$ cat src/rtl/regfile_mp.sv
// Parametrised multi-port register file for the CPU datapath.
// Registered reads with per-port enable and hold, prioritised multi-port
// writes with conflict reporting, synchronous bulk clear, optional hardwired
// zero register, and a selectable read-first / write-first bypass.
module regfile_mp #(
  parameter int DATA_W   = 32,
  parameter int ADDR_W   = 5,
  parameter int NUM_RD   = 2,
  parameter int NUM_WR   = 1,
  parameter int ZERO_REG = 1,
  parameter int BYPASS   = 0
) (
  input  logic                     clk_i,
  input  logic                     rst_ni,
  input  logic                     clr_i,
  input  logic [NUM_RD-1:0]        re_i,
  input  logic [NUM_RD*ADDR_W-1:0] ra_i,
  input  logic [NUM_WR-1:0]        we_i,
  input  logic [NUM_WR*ADDR_W-1:0] wa_i,
  input  logic [NUM_WR*DATA_W-1:0] din_i,
  output logic [NUM_RD*DATA_W-1:0] rd_o,
  output logic                     wr_conflict_o
);

  localparam int DEPTH = 1 << ADDR_W;

  // Port counts outside the supported range stop elaboration.
  generate
    if (NUM_RD < 1 || NUM_RD > 4 || NUM_WR < 1 || NUM_WR > 2) begin : g_bad_params
      $error("regfile_mp: NUM_RD must be 1..4 and NUM_WR must be 1..2");
    end
  endgenerate

  logic [DATA_W-1:0] mem_q [DEPTH];
  logic [DATA_W-1:0] mem_d [DEPTH];
  logic [DATA_W-1:0] rd_q  [NUM_RD];
  logic [DATA_W-1:0] rd_d  [NUM_RD];
  logic              wr_conflict_q;
  logic              wr_conflict_d;
  logic [NUM_WR-1:0] wr_valid;

  // A write is effective unless it targets the hardwired zero register.
  always_comb begin
    wr_valid = '0;
    for (int j = 0; j < NUM_WR; j++) begin
      wr_valid[j] = we_i[j] &&
                    !((ZERO_REG != 0) && (wa_i[j*ADDR_W +: ADDR_W] == '0));
    end
  end

  // Next array contents: clear wins, otherwise higher-indexed ports overwrite lower ones.
  always_comb begin
    mem_d = mem_q;
    if (clr_i) begin
      for (int r = 0; r < DEPTH; r++) begin
        mem_d[r] = '0;
      end
    end else begin
      for (int j = 0; j < NUM_WR; j++) begin
        if (wr_valid[j]) begin
          mem_d[wa_i[j*ADDR_W +: ADDR_W]] = din_i[j*DATA_W +: DATA_W];
        end
      end
    end
  end

  // Flag any pair of effective writes hitting the same address; a clear discards them all.
  always_comb begin
    wr_conflict_d = 1'b0;
    if (!clr_i) begin
      for (int j = 0; j < NUM_WR; j++) begin
        for (int k = j + 1; k < NUM_WR; k++) begin
          if (wr_valid[j] && wr_valid[k] &&
              (wa_i[j*ADDR_W +: ADDR_W] == wa_i[k*ADDR_W +: ADDR_W])) begin
            wr_conflict_d = 1'b1;
          end
        end
      end
    end
  end

  // Per-port read value: array (or forwarded write data in write-first mode), zeroed by clear or r0, held when disabled.
  always_comb begin
    logic [ADDR_W-1:0] raddr;
    logic [DATA_W-1:0] rval;
    raddr = '0;
    rval  = '0;
    for (int i = 0; i < NUM_RD; i++) begin
      raddr = ra_i[i*ADDR_W +: ADDR_W];
      rval  = mem_q[raddr];
      if (BYPASS != 0) begin
        for (int j = 0; j < NUM_WR; j++) begin
          if (wr_valid[j] && (wa_i[j*ADDR_W +: ADDR_W] == raddr)) begin
            rval = din_i[j*DATA_W +: DATA_W];
          end
        end
      end
      if (clr_i || ((ZERO_REG != 0) && (raddr == '0))) begin
        rval = '0;
      end
      rd_d[i] = re_i[i] ? rval : rd_q[i];
    end
  end

  // State registers with asynchronous active-low reset.
  always_ff @(posedge clk_i or negedge rst_ni) begin
    if (!rst_ni) begin
      for (int r = 0; r < DEPTH; r++) begin
        mem_q[r] <= '0;
      end
      for (int i = 0; i < NUM_RD; i++) begin
        rd_q[i] <= '0;
      end
      wr_conflict_q <= 1'b0;
    end else begin
      mem_q         <= mem_d;
      rd_q          <= rd_d;
      wr_conflict_q <= wr_conflict_d;
    end
  end

  generate
    for (genvar i = 0; i < NUM_RD; i++) begin : g_rd_pack
      assign rd_o[i*DATA_W +: DATA_W] = rd_q[i];
    end
  endgenerate

  assign wr_conflict_o = wr_conflict_q;

endmodule

$ cat config.mk
export PLATFORM = sky130hd
export DESIGN_NAME = regfile_mp
export DESIGN_NICKNAME = d
export VERILOG_FILES = /design/src/rtl/regfile_mp.sv
export SDC_FILE = /design/constraint.sdc
export NUM_CORES = 2
export LEC_CHECK = 0
export CAP_MARGIN = 5
export CORE_ASPECT_RATIO = 1.75
export CORE_MARGIN = 3
export CORE_UTILIZATION = 60
export DETAILED_ROUTE_END_ITERATION = 16
export GPL_TIMING_DRIVEN = 0
export PLACE_DENSITY = 0.77
export SLEW_MARGIN = 20
export SYNTH_ARGS = -nofsm -noshare
export SYNTH_HDL_FRONTEND = slang
export SYNTH_SLANG_ARGS = --single-unit
$ cat constraint.sdc
create_clock -name clk_i -period 5 [get_ports clk_i]
set_clock_uncertainty 0.2 [all_clocks]
set_input_delay 1 -clock clk_i [delete_from_list [all_inputs] [get_ports clk_i]]
set_output_delay 1 -clock clk_i [all_outputs]
set_load 0.05 [all_outputs]
-- Yosys cells after proc, flatten, opt, wreduce, memory -nomap -nowiden
Index checks and enable logic that the tools add are counted.
- flip-flop bits (word level): 1088
- bits of input ports: 53
- output and inout port bits: 65
- logic and storage cells: 63
- order comparisons: 4
- multiplexer cells: 13
- bitwise logic cells: 3
- reductions and logical operators: 9
- operators with widths (cell ; number):
    1024-bit two-way mux ; 2
    1024-bit bitwise mux ; 1
    32-bit binary-select mux with 5-bit select ; 2
    32-bit two-way mux ; 7
    32-bit demux with 5-bit select ; 1
    6-bit greater-or-equal comparator (second input constant) ; 3
    5-bit NOT with 6-bit output ; 3
    5-bit zero test ; 3
    6-bit by 1-bit < comparator with 1-bit output (second input constant) ; 1
    1-bit logical AND ; 2
    1-bit logical OR ; 2
    2-bit nonzero test ; 1
    1-bit zero test ; 1

-- Longest topological paths before layout
- depth in word-level cells: 8
- depth in mapped cells: 9
- mapped depth without buffers: 4

-- Worst setup path after synthesis
Ideal clock, no wire load.
- path kind: in2reg
- start point: input port ra_i[0]
- end point: register rd_q (netlist bit rd_o[15])
- library setup time: 0.132 ns
- arrival: 2.409 ns
- required time: 4.668 ns
- slack: 2.259 ns
- cell stages on the path: 7
- buffers on the path: 3
- path through: buf_6 -> buf_12 -> buf_4 -> mux4_2 -> nand2b_1 -> a221oi_1 -> nor4_1
- longest elaborated chain between the ends: 5
- elaborated cells between the ends (all ways): 7
- those cells by class: mux: 4; bitwise: 1; reduce/logical: 2
- RTL lines (item ; line ; RTL):
    start, declared ; 17 ; input logic [NUM_RD*ADDR_W-1:0] ra_i,
    5-bit NOT with 6-bit output (implied by the code) ; 90 ; rval = mem_q[raddr];
    32-bit binary-select mux with 5-bit select ; 90 ;
    32-bit two-way mux (implied by the code) (2 in a row) ; 90 ;
    32-bit two-way mux (*) ; 98 ; if (clr_i || ((ZERO_REG != 0) && (raddr == '0))) begin
    end signal, assigned ; 117 ; rd_q <= rd_d;
    end, declared ; 36 ; logic [DATA_W-1:0] rd_q [NUM_RD];
Every way passes the cells marked *; elsewhere a longest branch is shown, timed or not. The select of a mux whose other input is x is not followed.
A chain may end at the register's enable or synchronous reset.

-- Final worst setup path
- start point: input port ra_i[2]
- end point: register rd_q (netlist bit rd_o[19])
The elaborated chain is that of the path after synthesis.

==> impl_metrics.toml <==
[global_route]
antenna_found_initial = 21
grt_max_degree = 144
globalRouteOverflowTotal = 0
grt_pass1_wl_um = 398000
grt_pass1_vias = 57600
grt.total_usage = 0.533

[clock_network]
cts-buffers-inserted = 103
h-tree-depth = 3
cts_buffer_depth = 3
clock-sinks = 1088
root_buffer = "clkbuf_16"
clock_latency_ns = 0.79
clk_pin_slew_ns = 0.07
cts_tree = "done"
postCtsSetupBuffers = 0

[die]
die_w_um = 248
die_h_um = 429
rows = 154
dieArea_um2 = 106000
core_um2 = 101000
pin_count = 118
initial_core_util = 0.607

[setup_path]
rr_endpoint = "rd_o[43]$_DFFE_PN0P_"
r2r_setup_slack_ns = 2.50
endpoint_kind = "register"
path_depth = 8
cp_cell_sequence = "clkdlybuf4s50_1 -> buf_2 -> buf_2 -> nor2_1 -> clkbuf_1 -> a22oi_1 -> a211oi_1 -> a2111oi_2"
crit_path_max_fanout = 10
crit_buf_inv = 4
cp_data_required_time_ns = 5.40
startpoint_type = "primary input"
reg2regPathDepth = 4
arrival_ns = 5.32
cp_slowest_cell = "nor2_1"
cp_top_family = "buffers and inverters"
critical_path_class = "primary input to register"
crit_path_start = "ra_i[2]"
slowest_delay_ns = 1.10
rr_startpoint = "mem_q[75]$_DFFE_PN0P_"
cpMostUsedCell = "buf_2"
crit_end = "rd_o[19]$_DFFE_PN0P_"

[routing]
ant_nets = 0
num_vias = 57500
drc_errors = 0
drtIter0Drc = 8259
wire_per_inst_um = 34.3
via_per_inst = 6.96
drtPass1Iterations = 7
drt-total-wl_um = 283000

[timing]
fin_crit_sh = 0.984
period_minus_slack_ns = 4.92
rsz0062_at_grt = "no"
slew_headroom = 0.0919
timing.setup.tns_ns = 0
slew_violations = 0
finalHoldViolCount = 0
setup_violations = 0
worst_slew_pin_slew_ns = 1.36
max_freq_mhz = 203

[outcome]
outcome = "complete, no violations"

[synth]
synth_xor_area_frac = 0
async_flop_share = 1.00
synth_fa_ha_area_frac = 0
synth_top_area_share = 0.444
synthCells = 6610
synthMuxAreaShare = 0.187
synth_edf_count = 0
yosys.area_share.simple = 0.159
synth_top_area_cell = "dfrtp_1"
synth_area_per_cell_um2 = 9.27
synth_top_family_by_area = "multiplexers"
ys.flop_type = "dfrtp_1"
synth.net_count = 6663
synthDistinctLibCells = 41
ys_seq_area_frac = 0.444
yosys_warnings = 0
syn-cell-area_um2 = 61300
synth_compound_area_frac = 0.159
synth_area_leaders = "dfrtp_1 44%, nand2_1 13%, mux2i_1 10%"
ys_ff_latch = 1088

[placed_design]
port_buffers = 108
dp_hpwl_um = 220000
gp_congestion = 1.08

[run]
maxCapViolations = 0

[layout]
fillerInstances = 8295
most-common-layout-cells = "2052 x nand2_1, 1088 x dfrtp_1, 992 x a21oi_1, 640 x mux2i_1, 461 x clkbuf_1"
nets = 6885
final_common_cell = "nand2_1"
syn2layout_area_growth_pct = 10.8
layout-drive-gt1-share = 0.106

[power_and_ir_drop]
fin_total_pwr_mw = 20.5
powerDensity_nw_per_um2 = 302
leakagePower_nw = 27.7
max-vdd-ir-drop_uv = 358

[hold_path]
hold_path.class = "register to register"
## state kept, by name (all words and copies together) (netlist names)
register	cells
mem_q	1024
rd_o	64
## worst min-delay path by stage
stage / start / endpoint / slack, ns / depth (start not counted)
6_report: mem_q[998]$_DFFE_PN0P_ / mem_q[998]$_DFFE_PN0P_ / 0.34 / 1
5_1_grt: mem_q[1021]$_DFFE_PN0P_ / mem_q[1021]$_DFFE_PN0P_ / 0.35 / 1
3_5_place_dp: mem_q[1023]$_DFFE_PN0P_ / mem_q[1023]$_DFFE_PN0P_ / 0.31 / 1
2_1_floorplan: mem_q[1000]$_DFFE_PN0P_ / mem_q[1000]$_DFFE_PN0P_ / 0.28 / 1
4_1_cts: mem_q[604]$_DFFE_PN0P_ / mem_q[604]$_DFFE_PN0P_ / 0.34 / 2
3_3_place_gp: mem_q[998]$_DFFE_PN0P_ / mem_q[998]$_DFFE_PN0P_ / 0.30 / 1
## cells in the mapped netlist, types with 5 or more instances
cell type and count:
nand2_1 2052, dfrtp_1 1088, a21oi_1 992, mux2i_1 640, clkbuf_1 456, a22oi_1 256, mux4_2 189, a211oi_1 167
buf_2 138, nor2b_1 106, nand2b_1 95, nor2_1 94, mux2_2 64, a221oi_1 58, a2111oi_2 39, a221oi_2 31
buf_4 30, nor4_1 25, buf_6 13, buf_1 9, buf_8 9, buf_12 6, and3b_1 5, nand3b_1 5
nor3_1 5
## power breakdown
part	internal, mW	switching [mW]	total (mW)
clock network	4.80	3.89	8.69
logic	0.698	2.10	2.80
registers	8.89	0.0947	8.98
total	14.4	6.09	20.5
## metal layers
metal | vias to the layer above | global-route usage | routed length [um]
met2 | 4509 | 0.796 | 125000
li1 | 23500 | - | -
met1 | 27700 | 0.549 | 86300
met3 | 1755 | 0.217 | 35400
met4 | 10 | 0.533 | 36300
met5 | - | 0.0107 | 72
## what timing repair did
item / in CTS / in global routing
endpoints found under the setup margin: 0 / 0
hold buffers: 1 / 0
resized for setup: 0 / 0
hold endpoints to repair: 68 / 0
## area by class of cell
cell class,count,area [um^2],share of cell area
antenna,13,32.5,0.000479
buffer,665,3110,0.0458
clock buffer,144,2990,0.0440
clock inverter,45,593,0.00873
inverter,1,3.75,0.0000553
multi-input combinational,4856,31000,0.456
sequential,1088,27200,0.401
tap,1326,1660,0.0244
timing repair buffer,117,1330,0.0196
## worst reg2reg max path, delay by kind of cell (launching register included)
kind | cells | cell delay, ns
multiplexers | 2 | 0.84
AO/OA/AOI/OAI | 1 | 0.76
flip-flops | 1 | 0.40
AND/OR/NAND/NOR | 1 | 0.16
## logic make-up (layout without fill, tap and decap cells)
logic type,Yosys count,after routing
buffers and inverters,666,972
AO/OA/AOI/OAI,1545,1545
multiplexers,896,896
flip-flops,1088,1088
AND/OR/NAND/NOR,2414,2414
other,1,14
## stage by stage
| stage | setup WS, ns | instance area [um^2] | hold slack, ns | std cells | util |
|---|---|---|---|---|---|
| final | 0.0793 | 67900 | 0.338 | 8255 | 0.673 |
| after floorplan | 2.26 | 61300 | 0.285 | 6610 | - |
| after global placement | -46.91 | 64000 | 0.303 | 8044 | 0.634 |
| after detailed placement | 0.0366 | 64300 | 0.311 | 8052 | 0.636 |
| after global routing | 0.436 | 67900 | 0.352 | 8242 | 0.672 |
| after CTS | 0.806 | 67900 | 0.337 | 8242 | 0.672 |
No activity file was read; power rests on OpenSTA's default activity.
